<file path="src/rtl/ifu_fetch_pkg.sv">
// ifu_fetch_pkg: shared definitions for the instruction fetch unit.
//   - PC-select encodings (shared with the decoder, values must not change)
//   - fetch FSM state encoding
//   - default reset PC
package ifu_fetch_pkg;

    localparam logic [2:0] NPC_ADD4   = 3'd0;
    localparam logic [2:0] NPC_J      = 3'd1;
    localparam logic [2:0] NPC_JR     = 3'd2;
    localparam logic [2:0] NPC_BRANCH = 3'd3;

    localparam logic [31:0] RESET_PC_DEF = 32'h0000_3000;

    typedef enum logic [1:0] {
        ST_FETCH = 2'd0,
        ST_WAIT  = 2'd1,
        ST_HOLD  = 2'd2,
        ST_HALT  = 2'd3
    } state_t;

endpackage

</file>
<file path="src/rtl/ifu_fetch_npc.sv">
// npc_calc: combinational next-PC selection.
//   instr_pc  in  32  PC of the instruction in decode
//   target    in  26  instr[25:0]; jump index, low 16 bits are the branch offset
//   pcsrc     in  3   PC select from decoder
//   npcsrc    in  1   1 = jump-immediate, 0 = branch
//   br_taken  in  1   branch condition
//   rs_val    in  32  register target for jr/jalr
//   npc       out 32  next PC
//   pc_plus4  out 32  instr_pc + 4
module npc_calc
    import ifu_fetch_pkg::*;
(
    input  logic [31:0] instr_pc,
    input  logic [25:0] target,
    input  logic [2:0]  pcsrc,
    input  logic        npcsrc,
    input  logic        br_taken,
    input  logic [31:0] rs_val,
    output logic [31:0] npc,
    output logic [31:0] pc_plus4
);

    logic [31:0] br_off;

    assign pc_plus4 = instr_pc + 32'd4;
    // sign-extended word offset, already shifted to a byte offset
    assign br_off   = {{14{target[15]}}, target[15:0], 2'b00};

    // A pcsrc/npcsrc pair that disagrees falls back to sequential fetch.
    always_comb begin
        npc = pc_plus4;
        case (pcsrc)
            NPC_J:      if (npcsrc) npc = {pc_plus4[31:28], target, 2'b00};
            NPC_BRANCH: if (!npcsrc && br_taken) npc = pc_plus4 + br_off;
            NPC_JR:     npc = rs_val;
            default:    npc = pc_plus4;
        endcase
    end

endmodule

</file>
<file path="src/rtl/ifu_fetch.sv">
// ifu_fetch: single-issue instruction fetch unit, one memory request in flight.
//   clk, reset                      clock, synchronous active-high reset
//   imem_req/addr/gnt               request channel to instruction memory
//   imem_rvalid/rdata               response channel from instruction memory
//   instr/instr_pc/instr_valid      held instruction presented to decode
//   id_ready                        decode consumes instr
//   pcsrc/npcsrc/br_taken/rs_val    next-PC controls, sampled at the handshake
//   pc_plus4                        instr_pc + 4 for link registers
//   addr_err                        sticky misaligned-target error
module ifu_fetch
    import ifu_fetch_pkg::*;
#(
    parameter logic [31:0] RESET_PC = RESET_PC_DEF,
    parameter int          ADDR_W   = 32
) (
    input  logic              clk,
    input  logic              reset,
    output logic              imem_req,
    output logic [ADDR_W-1:0] imem_addr,
    input  logic              imem_gnt,
    input  logic              imem_rvalid,
    input  logic [31:0]       imem_rdata,
    output logic [31:0]       instr,
    output logic [ADDR_W-1:0] instr_pc,
    output logic              instr_valid,
    input  logic              id_ready,
    input  logic [2:0]        pcsrc,
    input  logic              npcsrc,
    input  logic              br_taken,
    input  logic [31:0]       rs_val,
    output logic [ADDR_W-1:0] pc_plus4,
    output logic              addr_err
);

    state_t            state;
    logic [ADDR_W-1:0] pc;
    logic [ADDR_W-1:0] npc;

    npc_calc u_npc (
        .instr_pc (instr_pc),
        .target   (instr[25:0]),
        .pcsrc    (pcsrc),
        .npcsrc   (npcsrc),
        .br_taken (br_taken),
        .rs_val   (rs_val),
        .npc      (npc),
        .pc_plus4 (pc_plus4)
    );

    assign imem_addr = pc;

    always_ff @(posedge clk) begin
        if (reset) begin
            state       <= ST_FETCH;
            pc          <= RESET_PC;
            instr       <= '0;
            instr_pc    <= '0;
            instr_valid <= 1'b0;
            addr_err    <= 1'b0;
            imem_req    <= 1'b0;
        end else begin
            case (state)
                // Coming out of reset the request is still low, so the first
                // FETCH cycle just raises it; a grant seen without a request
                // is not a handshake.
                ST_FETCH: begin
                    if (!imem_req) begin
                        imem_req <= 1'b1;
                    end else if (imem_gnt) begin
                        imem_req <= 1'b0;
                        state    <= ST_WAIT;
                    end
                end
                ST_WAIT: begin
                    if (imem_rvalid) begin
                        instr       <= imem_rdata;
                        instr_pc    <= pc;
                        instr_valid <= 1'b1;
                        state       <= ST_HOLD;
                    end
                end
                // instr_valid is always 1 here, so id_ready is only honoured
                // while an instruction is actually presented.
                ST_HOLD: begin
                    if (id_ready) begin
                        instr_valid <= 1'b0;
                        pc          <= npc;
                        if (npc[1:0] != 2'b00) begin
                            addr_err <= 1'b1;
                            state    <= ST_HALT;
                        end else begin
                            imem_req <= 1'b1;
                            state    <= ST_FETCH;
                        end
                    end
                end
                ST_HALT: ;
                default: state <= ST_HALT;
            endcase
        end
    end

endmodule

</file>
<file path="config.mk">
export PLATFORM = sky130hd
export DESIGN_NAME = ifu_fetch
export DESIGN_NICKNAME = d
export VERILOG_FILES = /design/src/rtl/ifu_fetch_pkg.sv /design/src/rtl/ifu_fetch_npc.sv /design/src/rtl/ifu_fetch.sv
export SDC_FILE = /design/constraint.sdc
export NUM_CORES = 1
export LEC_CHECK = 0
export ABC_CLOCK_PERIOD_IN_PS = 3300
export BUFFER_PORTS_ARGS = -buffer_cell sky130_fd_sc_hd__buf_4
export CELL_PAD_IN_SITES_DETAIL_PLACEMENT = 2
export CELL_PAD_IN_SITES_GLOBAL_PLACEMENT = 2
export CORE_ASPECT_RATIO = 0.75
export CORE_MARGIN = 3
export CORE_UTILIZATION = 26
export DETAILED_ROUTE_END_ITERATION = 10
export PLACE_DENSITY_LB_ADDON = 0.1
export SYNTH_ARGS = -nofsm -noshare
export SYNTH_HDL_FRONTEND = slang
export SYNTH_HIERARCHICAL = 1
export SYNTH_SLANG_ARGS = --single-unit
</file>
<file path="constraint.sdc">
create_clock -name clk -period 3.3 [get_ports clk]
set_input_delay 0.66 -clock clk [delete_from_list [all_inputs] [get_ports clk]]
set_output_delay 0.66 -clock clk [all_outputs]
set_load 0.005 [all_outputs]
</file>
Word-level counts from Yosys, hierarchy flattened
Index checks and enable logic that the tools add are counted.
{"block": "word_totals", "register_bits": 101, "out_inout_bits": 131, "wordCells": 49}
{"block": "classes", "n_reduce_logical": 13, "n_mux": 17, "n_eq_ne": 10, "n_addsub": 2}
{"cell": "one-hot mux 32 bit (3 select lines)", "n": 1}
{"cell": "adder 32 x 3 -> 32 bit (second input constant)", "n": 1}
{"cell": "adder 32 bit", "n": 1}
{"cell": "two-way mux 32 bit", "n": 1}
{"cell": "two-way mux 28 bit", "n": 1}
{"cell": "two-way mux 2 bit", "n": 5}
{"cell": "!= test 2 bit (second input constant)", "n": 5}
{"cell": "AND reduction 3 bit", "n": 3}
{"cell": "equality test 3 x 2 -> 1 bit (second input constant)", "n": 2}
{"cell": "two-way mux 1 bit", "n": 6}
{"cell": "one-hot mux 2 bit (3 select lines)", "n": 1}
{"cell": "nonzero test 2 bit", "n": 3}
{"cell": "AND reduction 5 bit", "n": 1}
{"cell": "one-hot mux 1 bit (2 select lines)", "n": 2}
{"cell": "AND reduction 2 bit", "n": 2}
{"cell": "equality test 3 x 1 -> 1 bit (second input constant)", "n": 1}
{"cell": "nonzero test 3 bit", "n": 1}
{"cell": "equality test 2 x 1 -> 1 bit (second input constant)", "n": 1}
{"cell": "equality test 2 bit (second input constant)", "n": 1}
{"cell": "logical NOT 2 bit", "n": 1}
{"cell": "logical AND 1 bit", "n": 1}
{"cell": "logical NOT 1 bit", "n": 1}

Logic depth before layout (Yosys ltp)
{"block": "logic_depth", "ltp_word": 8, "ltp_mapped": 19}

By module
The synthesis kept the hierarchy.
{"mod": "ifu_fetch", "cells_each": 454, "n_inst": 1, "seq_area_each_um2": 2021.9, "area_each_um2": 3597.2}
{"mod": "npc_calc", "cells_each": 422, "n_inst": 1, "seq_area_each_um2": 0.0, "area_each_um2": 2931.6}

Worst setup path before layout
No wires, ideal clock.
{"block": "synth_path", "path_type": "register to register", "start": "register instr_pc[9]", "end": "register pc[28] (netlist: imem_addr[28])", "stages_incl_launch_ff": 19, "setup_ns": 0.132, "n_path_buf": 2, "arrival_time_ns": 3.617, "path_slack_ns": -0.449, "cell_sequence": "dfxtp_1 > and3_4 > nand4_4 > or4_1 > buf_2 > nor2_1 > nand3_1 > xnor2_1 > ha_1 > clkbuf_1 > a21oi_1 > o21ai_0 > or3_1 > o21ai_0 > nor3_1 > a31oi_1 > o21ai_0 > nand2_1 > a21oi_1"}
{"block": "synth_between", "elab_chain_cells": 4}
{"element": "from (decl)", "line_no": "ifu_fetch.sv:24", "rtl": "output logic [ADDR_W-1:0] instr_pc,"}
{"element": "from (signal assigned)", "line_no": "ifu_fetch.sv:77", "rtl": "instr_pc <= pc;"}
{"element": "adder 32 x 3 -> 32 bit", "line_no": "ifu_fetch_npc.sv:25", "rtl": "assign pc_plus4 = instr_pc + 32'd4;"}
{"element": "via pc_plus4[25]", "line_no": "ifu_fetch.sv:31", "rtl": "output logic [ADDR_W-1:0] pc_plus4,"}
{"element": "adder 32 bit", "line_no": "ifu_fetch_npc.sv:34", "rtl": "NPC_BRANCH: if (!npcsrc && br_taken) npc = pc_plus4 + br_off;"}
{"element": "two-way mux 32 bit", "line_no": "ifu_fetch_npc.sv:34"}
{"element": "one-hot mux 32 bit (3 select lines)", "line_no": "ifu_fetch_npc.sv:32", "rtl": "case (pcsrc)"}
{"element": "via npc[28]", "line_no": "ifu_fetch.sv:37", "rtl": "logic [ADDR_W-1:0] npc;"}
{"element": "to (signal assigned)", "line_no": "ifu_fetch.sv:87", "rtl": "pc <= npc;"}
{"element": "to (decl)", "line_no": "ifu_fetch.sv:36", "rtl": "logic [ADDR_W-1:0] pc;"}
The timed path passes the listed nets, and every way through them passes these cells.
A chain may end at the register's enable or synchronous reset.

Worst setup path in the final report
{"block": "layout_path", "start": "register instr_pc[10]", "end": "register pc[22] (netlist: imem_addr[22])"}
{"block": "layout_between", "elab_chain_cells": 4, "word_cells_on_any_way": 5, "classes_between": "add/sub: 2; mux: 3"}
{"element": "adder 32 x 3 -> 32 bit (*)", "line_no": "ifu_fetch_npc.sv:25"}
{"element": "adder 32 bit", "line_no": "ifu_fetch_npc.sv:34"}
{"element": "two-way mux 32 bit", "line_no": "ifu_fetch_npc.sv:34"}
{"element": "one-hot mux 32 bit (3 select lines) (*)", "line_no": "ifu_fetch_npc.sv:32"}
{"element": "via npc[22]", "line_no": "ifu_fetch.sv:37"}
Mark *: on every way through the listed nets, which the timed path passes. The rest lies on a longest branch.

==> results.sh <==
export IMPL_syn_mean_instance_area_um2=7.45
export IMPL_ir_drop_v=0.000243
export IMPL_r2r_end="imem_addr[22]"
export IMPL_ys_ff_latch=101
export IMPL_slew_headroom=0.497
export IMPL_design_core_area_um2=24300
export IMPL_setup_viol=20
export IMPL_clock_path_buffers=2
export IMPL_synthCells=876
export IMPL_cts_clk_slew_worst_paths_ps=80
export IMPL_cts_root_buf="clkbuf_16"
export IMPL_grt_overflow_total=0
export IMPL_crit_required_ps=3540
export IMPL_drv_cap=0
export IMPL_status="finished, violations left"
export IMPL_drc=0
export IMPL_wl_um=38400
export IMPL_die_x_um=189
export IMPL_post_route_period_util=1.17
export IMPL_die_area_um2=27100
export IMPL_cts_tree="yes"
export IMPL_p_sw_frac=0.341
export IMPL_p_leak_uw=0.00476
export IMPL_hold_path_class="register to register"
export IMPL_drv_slew=0
export IMPL_fmax_ghz=0.258
export IMPL_hpwl_um=25500
export IMPL_min_to="instr[31]"
export IMPL_fin_skew_ps=9.07
export IMPL_final_setup_worst_slack_ps=-574
export IMPL_dr_pass1_iters=5
export IMPL_hold_viol=0
export IMPL_vias=8253
export IMPL_powerDensity_nw_per_um2=331
export IMPL_regToRegSetupSlack_ps=-570
export IMPL_placed_area_um2=9680
export IMPL_fin_nets=1348
export IMPL_worstPathMaxFanout=3
export IMPL_place_congestion=0.857
export IMPL_numCtsBuffers=9
export IMPL_floorplan_initialDensity=0.268
export IMPL_area_delta_synth_final_pct=67.1
export IMPL_power_frac_seq=0.380
export IMPL_yosysSeqAreaShare=0.310
export IMPL_switchingPower_uw=1230
export IMPL_portBuffers=204
export IMPL_grt_pass1_vias=8707
export IMPL_via_per_inst=5.26
export IMPL_pwr_share_comb=0.305
export IMPL_grt_max_degree=60
export IMPL_cts_htree_levels=3
export IMPL_grt_pass1_wl_um=53300
export IMPL_ys_warn_count=6
export IMPL_cts_sinks=101
export IMPL_min_period_ps=3870
export IMPL_drive_gt1_frac=0.443
export IMPL_syn_nets=990
export IMPL_fin_tns_setup_ps=-5700
export IMPL_insertedDiodeCount=0
export IMPL_clkPwrFrac=0.315
export IMPL_start_kind="register"
export IMPL_fin_area_um2=10900
export IMPL_synthFlopType="dfxtp_1"
export IMPL_synth_edf_count=0
export IMPL_worst_pin_slew_ps=755
export IMPL_arrival_ps=4110
export IMPL_synth_async_sr_flop_share=0
export IMPL_dieHeight_um=143
export IMPL_rsz0062_at_grt="true"
export IMPL_antenna_found_initial=0
export IMPL_r2r_start="instr_pc[10]"
export IMPL_netlist_area_um2=6530
export IMPL_cts_hold_buf=0
export IMPL_violations="setup timing"
export IMPL_drt_iter0_markers=589
export IMPL_num_io_pins=205
export IMPL_wl_per_cell_um=24.4
export IMPL_hold_start="instr[31]"
export IMPL_num_rows=49
export IMPL_n_fill_cell=2737
export IMPL_track_usage=0.255
export IMPL_synth_distinct_cells=69
export IMPL_post_place_ws_ps=-523
export IMPL_end_kind="register"
export IMPL_ant_nets=0
export IMPL_clk_latency_ps=370
export IMPL_r2r_cells=21
export IMPL_critPathKind="register to register"
export IMPL_hold_path_depth=2
export IMPL_internal_power_uw=2380
[metal layers]
metal  track usage  wire length [um]  vias to the layer above
met1         0.362             18000                     4171
met5             0                 0                        -
met3        0.0528              2210                       45
met2         0.400             17400                      261
met4        0.0584               758                        0
li1              -                 -                     3776
[cell usage after synthesis (3+ instances only)]
master    instances  share of area
o211ai_1          8         0.0092
a211oi_1          4         0.0046
inv_1            19          0.011
o21ai_0          37          0.028
and2_1            5         0.0048
ha_1             39          0.075
buf_2            14          0.011
a222oi_1         20          0.031
nand3b_1          4         0.0046
nand2b_1         17          0.016
o21bai_1          4         0.0046
mux2_2            5         0.0086
clkbuf_1         32          0.018
o31ai_1           4         0.0046
a21oi_1         133           0.10
nand4_1           4         0.0038
xnor2_1          32          0.043
o21a_1            5         0.0057
a21o_1           12          0.014
and3_1            8         0.0077
a22oi_1           3         0.0034
buf_1             4         0.0023
nand2_1         235           0.14
nor2b_1          10         0.0096
nor3_1            3         0.0023
nand3_1          17          0.013
a221oi_1          3         0.0040
xor2_1           17          0.023
nor2_1           29          0.017
dfxtp_1         101           0.31
[power by group through the flow]
stage | combinational (uW) | sequential [uW] | clock (uW)
5_1_grt | 1180 | 1380 | 1210
6_report | 1100 | 1370 | 1140
4_1_cts | 1010 | 1360 | 1140
2_1_floorplan | 440 | 1380 | 0
3_5_place_dp | 960 | 1390 | 0
3_3_place_gp | 928 | 1390 | 0
[timing repair]
item / 4_1_cts / 5_1_grt
setup buffers: 18 / 22
endpoints found under the setup margin: 18 / 25
resized for setup: 51 / 91
pin swaps: 34 / 60
[layout by cell type, fill, tap and decap left out, types with 7 or more instances in the layout]
master     Yosys  layout
nand2b_1      17      17
ha_1          39      28
a21o_1        12      12
xnor2_1       32      18
nand2_1      235     226
dfxtp_1      101      92
clkbuf_16      0       9
a222oi_1      20      20
a21oi_1      133     110
a21oi_2        0      21
ha_4           0       9
nand3_1       17      10
xor2_1        17      12
dfxtp_2        0       7
o21ai_1        0      13
nor2b_1       10      10
nor2_1        29      21
xnor2_2        0       9
inv_1         19      18
o21ai_0       37      20
o211ai_1       8       8
buf_4          2     376
buf_6          0      18
[per-stage QoR]
| stage | hold slack, ps | std cells | power [uW] | utilization |
|---|---|---|---|---|
| 2_1_floorplan | 451 | 876 | 1820 | - |
| 3_3_place_gp | 443 | 1520 | 2320 | 0.398 |
| 3_5_place_dp | 453 | 1520 | 2350 | 0.398 |
| 4_1_cts | 465 | 1553 | 3520 | 0.426 |
| 5_1_grt | 488 | 1570 | 3770 | 0.448 |
| 6_report | 462 | 1570 | 3610 | 0.448 |
[sequential cells by signal, summed over array words and instances (netlist names)]
name	flops
addr_err	1
imem_addr	32
imem_req	1
instr	32
instr_pc	32
instr_valid	1
state	2
[layout make-up]
| class | instances | area [um^2] | area share |
|---|---|---|---|
| Clock buffer | 10 | 229 | 0.0210 |
| Clock inverter | 6 | 62.6 | 0.00573 |
| Inverter | 19 | 71.3 | 0.00654 |
| Multi-Input combinational cell | 704 | 4970 | 0.455 |
| Sequential cell | 101 | 2040 | 0.187 |
| Tap cell | 331 | 414 | 0.0380 |
| Timing Repair Buffer | 399 | 3130 | 0.287 |
[worst max-delay path, cell delays in order (launching register included)]
cell and delay (ps):
dfxtp_4 360, and3_4 210, nand4_4 110, buf_6 150, nor4_4 210, buf_4 180
nand2_2 70, xnor2_2 230, ha_1 300, buf_4 160, inv_2 60, nor2_1 50
o41a_1 440, buf_4 170, buf_6 120, a41oi_2 200, buf_4 160, buf_6 90
xor2_1 170, o211ai_1 130, nand2_1 100, a21oi_1 60
[logic make-up after synthesis]
kind of cell	share of synthesized area
xor gates and xnor gates	0.0700
adders and majority gates	0.0778
and+or+nand+nor	0.236
AOI/OAI and AO/OA	0.250
buffers and inverters	0.0447
DFF	0.310
muxes	0.0117
[how the worst max path moves through the flow]
| stage | from | to | slack (ps) | cells past startpoint |
|---|---|---|---|---|
| floorplan | instr_pc[10] | imem_addr[28] | -200 | 18 |
| global placement | instr_pc[5] | imem_addr[24] | -380 | 16 |
| detailed placement | instr_pc[4] | imem_addr[31] | -520 | 18 |
| CTS | instr_pc[5] | imem_addr[30] | -360 | 19 |
| global route | instr_pc[4] | imem_addr[22] | -680 | 20 |
| finish | instr_pc[10] | imem_addr[22] | -570 | 21 |
Note: power is estimated with default switching activity, not from simulation.
